**src/rtl/xadc_scan_sequencer.sv**
```systemverilog
// xadc_scan_sequencer: owns the XADC DRP port. On each end-of-sequence it reads
// VP/VN plus the auxiliary channels, keeps the 12-bit codes in a channel bank,
// streams every result with its channel index and serves random bank reads.
module xadc_scan_sequencer #(
  parameter int CHANNELS = 13,
  parameter int TIMEOUT  = 255
) (
  input  logic        clk,
  input  logic        rst,
  input  logic        eos_in,
  output logic [6:0]  drp_daddr,
  output logic        drp_den,
  input  logic        drp_drdy,
  input  logic [15:0] drp_do,
  output logic        sample_valid,
  output logic [3:0]  sample_ch,
  output logic [11:0] sample_data,
  output logic        scan_done,
  output logic        busy,
  output logic        timeout_err,
  output logic [7:0]  overrun_cnt,
  input  logic [3:0]  rd_ch,
  output logic [11:0] rd_data
);

  typedef enum logic [1:0] {S_IDLE, S_ISSUE, S_WAIT, S_STORE} state_t;

  localparam logic [3:0]  LAST_IDX = 4'(CHANNELS - 1);
  localparam logic [15:0] TMO_LAST = 16'(TIMEOUT - 1);
  localparam logic [4:0]  NUM_CH   = 5'(CHANNELS);

  state_t      state_q, state_d;
  logic [3:0]  idx_q, idx_d;
  logic [15:0] cnt_q, cnt_d;
  logic [3:0]  sample_ch_q, sample_ch_d;
  logic [11:0] sample_data_q, sample_data_d;
  logic        scan_done_q, scan_done_d;
  logic        timeout_err_q, timeout_err_d;
  logic [7:0]  overrun_q, overrun_d;
  logic [11:0] rd_data_q, rd_data_d;
  logic [11:0] bank_q [CHANNELS];
  logic [11:0] bank_d [CHANNELS];
  logic        advance;

  // Low nibble of the conversion register is below the 12-bit code.
  logic unused_do_bits;
  assign unused_do_bits = ^drp_do[3:0];

  // Index 0 is VP/VN, the rest walk up from VAUX0.
  function automatic logic [6:0] chan_addr(input logic [3:0] idx);
    if (idx == 4'd0) return 7'h03;
    return 7'h0F + {3'b000, idx};
  endfunction

  assign drp_den      = (state_q == S_ISSUE);
  assign drp_daddr    = (state_q == S_IDLE) ? 7'h00 : chan_addr(idx_q);
  assign sample_valid = (state_q == S_STORE);
  assign sample_ch    = sample_ch_q;
  assign sample_data  = sample_data_q;
  assign scan_done    = scan_done_q;
  // The scan_done cycle already sits in IDLE but still counts as busy, so an
  // eos_in there is an overrun rather than a new scan.
  assign busy         = (state_q != S_IDLE) || scan_done_q;
  assign timeout_err  = timeout_err_q;
  assign overrun_cnt  = overrun_q;
  assign rd_data      = rd_data_q;

  // Next-state, channel walk, timeout, bank write and sticky status logic.
  always_comb begin
    state_d       = state_q;
    idx_d         = idx_q;
    cnt_d         = cnt_q;
    sample_ch_d   = sample_ch_q;
    sample_data_d = sample_data_q;
    scan_done_d   = 1'b0;
    timeout_err_d = timeout_err_q;
    overrun_d     = overrun_q;
    bank_d        = bank_q;
    advance       = 1'b0;

    case (state_q)
      S_IDLE: begin
        if (eos_in && !scan_done_q) begin
          idx_d   = 4'd0;
          state_d = S_ISSUE;
        end
      end
      S_ISSUE: begin
        cnt_d   = 16'd0;
        state_d = S_WAIT;
      end
      S_WAIT: begin
        if (drp_drdy) begin
          sample_data_d = drp_do[15:4];
          sample_ch_d   = idx_q;
          state_d       = S_STORE;
        end else if (cnt_q == TMO_LAST) begin
          timeout_err_d = 1'b1;
          advance       = 1'b1;
        end else begin
          cnt_d = cnt_q + 16'd1;
        end
      end
      S_STORE: begin
        bank_d[idx_q] = sample_data_q;
        advance       = 1'b1;
      end
      default: state_d = S_IDLE;
    endcase

    if (advance) begin
      if (idx_q == LAST_IDX) begin
        scan_done_d = 1'b1;
        state_d     = S_IDLE;
      end else begin
        idx_d   = idx_q + 4'd1;
        state_d = S_ISSUE;
      end
    end

    if (eos_in && busy && (overrun_q != 8'hFF)) overrun_d = overrun_q + 8'd1;

    rd_data_d = ({1'b0, rd_ch} < NUM_CH) ? bank_q[rd_ch] : 12'h000;
  end

  // Control and status registers.
  always_ff @(posedge clk or posedge rst) begin
    if (rst) begin
      state_q       <= S_IDLE;
      idx_q         <= 4'd0;
      cnt_q         <= 16'd0;
      sample_ch_q   <= 4'd0;
      sample_data_q <= 12'h000;
      scan_done_q   <= 1'b0;
      timeout_err_q <= 1'b0;
      overrun_q     <= 8'd0;
      rd_data_q     <= 12'h000;
    end else begin
      state_q       <= state_d;
      idx_q         <= idx_d;
      cnt_q         <= cnt_d;
      sample_ch_q   <= sample_ch_d;
      sample_data_q <= sample_data_d;
      scan_done_q   <= scan_done_d;
      timeout_err_q <= timeout_err_d;
      overrun_q     <= overrun_d;
      rd_data_q     <= rd_data_d;
    end
  end

  // Channel bank; cleared on reset so a reset scan never shows stale codes.
  always_ff @(posedge clk or posedge rst) begin
    if (rst) begin
      for (int i = 0; i < CHANNELS; i++) bank_q[i] <= 12'h000;
    end else begin
      bank_q <= bank_d;
    end
  end

endmodule

```
**config.mk**
```make
export PLATFORM = sky130hd
export DESIGN_NAME = xadc_scan_sequencer
export DESIGN_NICKNAME = d
export VERILOG_FILES = /design/src/rtl/xadc_scan_sequencer.sv
export SDC_FILE = /design/constraint.sdc
export NUM_CORES = 1
export LEC_CHECK = 0
export ABC_AREA = 1
export BUFFER_PORTS_ARGS = -buffer_cell sky130_fd_sc_hd__buf_2
export CORE_AREA = 2 2 139 127
export DETAILED_ROUTE_END_ITERATION = 10
export DIE_AREA = 0 0 141 129
export PLACE_DENSITY = 0.85
export SLEW_MARGIN = 20
export SYNTH_ARGS = -nofsm -noshare
export SYNTH_HDL_FRONTEND = slang
export SYNTH_SLANG_ARGS = --single-unit
```
**constraint.sdc**
```tcl
create_clock -name clk -period 10.15 [get_ports clk]
set_input_delay 2.03 -clock clk [delete_from_list [all_inputs] [get_ports clk]]
set_output_delay 2.03 -clock clk [all_outputs]
set_load 0.005 [all_outputs]
```
=== Word level (Yosys, flattened, before mapping) ===
Index checks and enable logic that the tools add are counted.
Widths: inputs -> output; s select.

* Reduce and logical (&&, ||, !) cells: 15
* Equality and inequality tests: 10
* Muxes and demuxes: 28
* Magnitude comparators: 4
* Add/subtract/negate cells: 4
* Bitwise logic cells: 3

{| class="wikitable"
|+ Operators with widths
! cell !! count
|-
| $bwmux 156 || 1
|-
| $bmux 12 s4 || 1
|-
| $demux 12 s4 || 1
|-
| $mux 12 || 4
|-
| $mux 16 || 2
|-
| $pmux 16 s2 || 1
|-
| $mux 7 || 3
|-
| $add 16x1->16 const B || 1
|-
| $eq 16x8->1 const B || 1
|-
| $mux 4 || 4
|-
| $ge 5x5->1 const B || 2
|-
| $not 4->5 || 2
|-
| $reduce_and 3->1 || 3
|-
| $add 8x1->8 const B || 1
|-
| $ne 8x8->1 const B || 1
|-
| $mux 1 || 6
|-
| $mux 2 || 3
|-
| $pmux 2 s3 || 1
|-
| $add 4x4->5 const A || 1
|-
| $lt 5x1->1 const B || 1
|-
| $add 4x1->4 const B || 1
|-
| $eq 2x2->1 const B || 2
|-
| $eq 4x4->1 const B || 1
|-
| $logic_and 1x1->1 || 4
|-
| other kinds (14) || 16
|}

* Flip-flop bits (word level): 216
* Input bits: 24
* Logic and storage cells: 86

=== Longest topological paths before layout ===
* Depth in word-level cells: 6
* Gate-level depth with buffers: 12

=== Worst setup path before layout ===
No wires, ideal clock.

* Path type: reg2out
* From: register idx_q[0]
* To: output drp_daddr[2]
* Arrival: 1.078 ns
* Path buffers: 0
* Setup slack: 7.042 ns
* Stages on the path, launching flop included: 6
* Cell sequence: dfrtp_1 inv_1 ha_1 nand2_1 inv_1 nor3_1

* Longest elaborated chain between the ends: 4

{| class="wikitable"
|+ RTL lines
! item !! RTL line !! text
|-
| start, declared || 33 || <nowiki>logic [3:0] idx_q, idx_d;</nowiki>
|-
| start signal, assigned || 140 || <nowiki>idx_q <= idx_d;</nowiki>
|-
| parallel branches: the longest is 2 deep, another holds $add 4x4->5 || n/a ||
|-
| $mux 7 * || 52 || <nowiki>return 7'h0F + {3'b000, idx};</nowiki>
|-
| $mux 7 * || 56 || <nowiki>assign drp_daddr = (state_q == S_IDLE) ? 7'h00 : chan_addr(idx_q);</nowiki>
|-
| end, declared || 11 || <nowiki>output logic [6:0] drp_daddr,</nowiki>
|}

Every way passes the cells marked *.

=== Worst setup path in the final report ===
Ends and elaborated chain as after synthesis.

==> metrics.md <==
| Metric | Value |
|---|---|
| Run status | finished clean |
| Synth area leader | dfrtp_1 |
| Length of the first detailed-routing pass in iterations | 5 |
| # setup viols final | 0 |
| Async set or reset register ratio after synthesis | 100% |
| Std-Cell Rows | 45 |
| Post-route cell area | 11,000 µm² |
| Post-synth EDFFs | 0 |
| Crit path max fanout | 7 |
| Sequential share of the synthesized area | 54.5% |
| GRT Total Usage | 26.6% |
| DR vias | 8,330 |
| Final Max Slew Viols | 0 |
| Initial antenna violation count | 0 |
| Highest clock rate | around 260 MHz |
| Crit path max-delay family | flip-flops |
| Worst setup endpoint | drp_daddr[2] |
| Final min period | roughly 4000 ps |
| Reg-to-reg startpoint | state_q[0] |
| Vias in the first global route | 8,187 |
| Post-route ant nets | 0 |
| Final Hold Fails | 0 |
| Class of the worst hold path | reg2reg |
| Dpl hpwl | 13,700 µm |
| Slew HR | 36.8% |
| Tot Pwr | 2.86 mW |
| Worst skew pair latency | 510 ps |
| Leak pwr | 5.22 nW |
| Slew @ Worst Pin | 948 ps |
| Worst setup EP type | output port |
| WL/cell | between 15 and 20 µm |
| Syn Inst Count | 1,187 |
| DP Area | 10,200 µm² |
| Synth cell types | 32 |
| CP bufs+invs | 3 |
| Fin crit share | a little under two fifths |
| Via-per-instance ratio | 5.82 |
| Setup Crit Path Kind | reg2out |
| Clk_skew | 17.4 ps |
| # resized after CTS | 0 |
| Layout area overhead | 10.7% |
| Core ar. | 16,700 µm² |
| Maximum vdd ir drop | about 0.17 mV |
| CTS tree | built |
| Crit path cell chain | inv_1, ha_1, nand2_1, inv_1, nor3_1, buf_2 |
| Gpl congestion | just over 0.8 |
| Hold Buf Count CTS | 0 |
| Setup tns final | 0 ps |
| Commonest register cell after synthesis | dfrtp_1 |
| Initial Util | 59.3% |
| CP Launch Type | register |
| Yosys warnings | 0 |
| Overflow after GRT | 0 |
| Power per Cell Area | between 200 and 300 nW/µm² |
| Yosys reg bits | 216 |
| Largest net degree at the start of global routing | 144 |
| Synthesized area | approximately 9900 µm² |
| Cell repeated most along the worst path | inv_1 |
| Critical path's slowest cell | dfrtp_1 |
| DRC Markers | 0 |
| Root Buffer | clkbuf_16 |
| Synth cell count leaders | nand2_1, o21ai_0, dfrtp_1 |
| Top-area cell type share of the netlist area | roughly 55% |
| Max cap viols | 0 |
| Die Wd | 141 µm |
| H-tree Lvls | 1 |
| Post-CTS Setup Inserts | 0 |
| Fraction of layout cells with a size suffix above 1 | 10.2% |
| Stages on worst setup path | 6 |
| Max Buffers Root-to-Sink | 3 |
| Worst R2R Path Depth | 5 |
| R2R setup slack | 7810 ps |
| Top-count cell post-synth | nand2_1 |
| IO Count | 72 |
| Final #Nets | 1,241 |
| Setup crit start | idx_q[0] |
| Final core utilization | 65.6% |
| Hold_ws | around 460 ps |
| Syn avg cell area | 8.35 µm² |
| Drt initial violations | 758 |
| Port Buf Inserts | 65 |
| Global-route wire length before repair | 39,300 µm |
| WL final | 23,500 µm |
| Die area | 18,200 µm² |
| Worst EP arrival | 1860 ps |
| Worst-path clk slew | 60 ps |
| RSZ-0062 raised after global routing | no |
| WP data required | 8120 ps |
| FF-to-FF End | sample_data[9] |
| Num CTS Buffers | 22 |
| Synth area leaders | dfrtp_1, o21ai_0, nand2_1 |
| Diodes inserted | 0 |
| TritonCTS Sinks | 216 |
| Chip height | 129 µm |
| Worst stage delay on the critical path | 480 ps |
## power by group
part | switching, mW | internal [mW] | total [mW]
Combinational | 0.501 | 0.247 | 0.748
Sequential | 0.149 | 1.10 | 1.25
Clock | 0.332 | 0.525 | 0.856
Total | 0.981 | 1.88 | 2.86
## per-stage QoR
step           instances  worst slack, ps
2_1_floorplan       1188             2210
3_3_place_gp        1391             6190
3_5_place_dp        1391             6160
4_1_cts             1431             6260
5_1_grt             1431             6180
6_report            1431             6260
## worst min-delay path by stage
stage / startpoint / endpoint / cells past startpoint
final: timeout_err / timeout_err / 2
after CTS: timeout_err / timeout_err / 2
after floorplan: bank_q[120] / bank_q[120] / 2
after global routing: bank_q[135] / bank_q[135] / 2
after global placement: timeout_err / timeout_err / 2
after detailed placement: timeout_err / timeout_err / 2
## registers in the layout, indices dropped and copies added (netlist names), named ones only
| name | cells |
|---|---|
| bank_q | 156 |
| cnt_q | 16 |
| idx_q | 3 |
| overrun_cnt | 8 |
| rd_data | 12 |
| sample_ch | 4 |
| sample_data | 12 |
| scan_done | 1 |
| state_q | 2 |
| timeout_err | 1 |
## cell type report
| type | count | area, µm² |
|---|---|---|
| Tap cell | 211 | 264 |
| Multi-Input combinational cell | 839 | 3960 |
| Clock inverter | 10 | 161 |
| Timing Repair Buffer | 68 | 348 |
| Fill cell | 1294 | 5750 |
| Clock buffer | 30 | 611 |
| Sequential cell | 216 | 5410 |
| Inverter | 57 | 221 |
## worst min-delay path: stages (launching register included)
cell and delay, ps:
dfrtp_1 340, inv_1 40, nand2_1 50
## kinds of logic after synthesis
kind of cell               Yosys count  synth area share (%)
AOI/OAI and AO/OA                  333                  17.8
DFF                                216                  54.5
adders and majority gates           13                  1.64
and+or+nand+nor                    477                  19.2
other                                1                0.0378
buffers and inverters              133                  5.55
xor gates and xnor gates            14                  1.24
## per-layer routing
layer	global-route usage [%]	vias up	share of wire [%]
met2	46.0	288	50
met1	34.1	4025	41
met3	3.50	72	5.5
met5	0	-	0
li1	-	3945	-
met4	11.4	0	3.6
## cells in the final DEF (no fill, tap or decap), types with 3 or more instances in the layout
cell type	instances
clkbuf_8	3
nand3_1	22
clkbuf_16	22
o21ai_0	258
nor2_1	105
nand2_1	321
o211ai_1	21
clkinv_2	5
xor2_1	9
nand2_2	3
inv_2	5
a21oi_1	9
dfrtp_1	216
nor3_1	6
nand4_1	8
buf_2	65
nor2_2	4
inv_1	50
bufinv_16	4
o22ai_1	29
ha_1	13
buf_4	3
o21ai_1	13
clkbuf_1	5
nand3_2	3
xnor2_1	5
(Power assumes the default switching activity.)
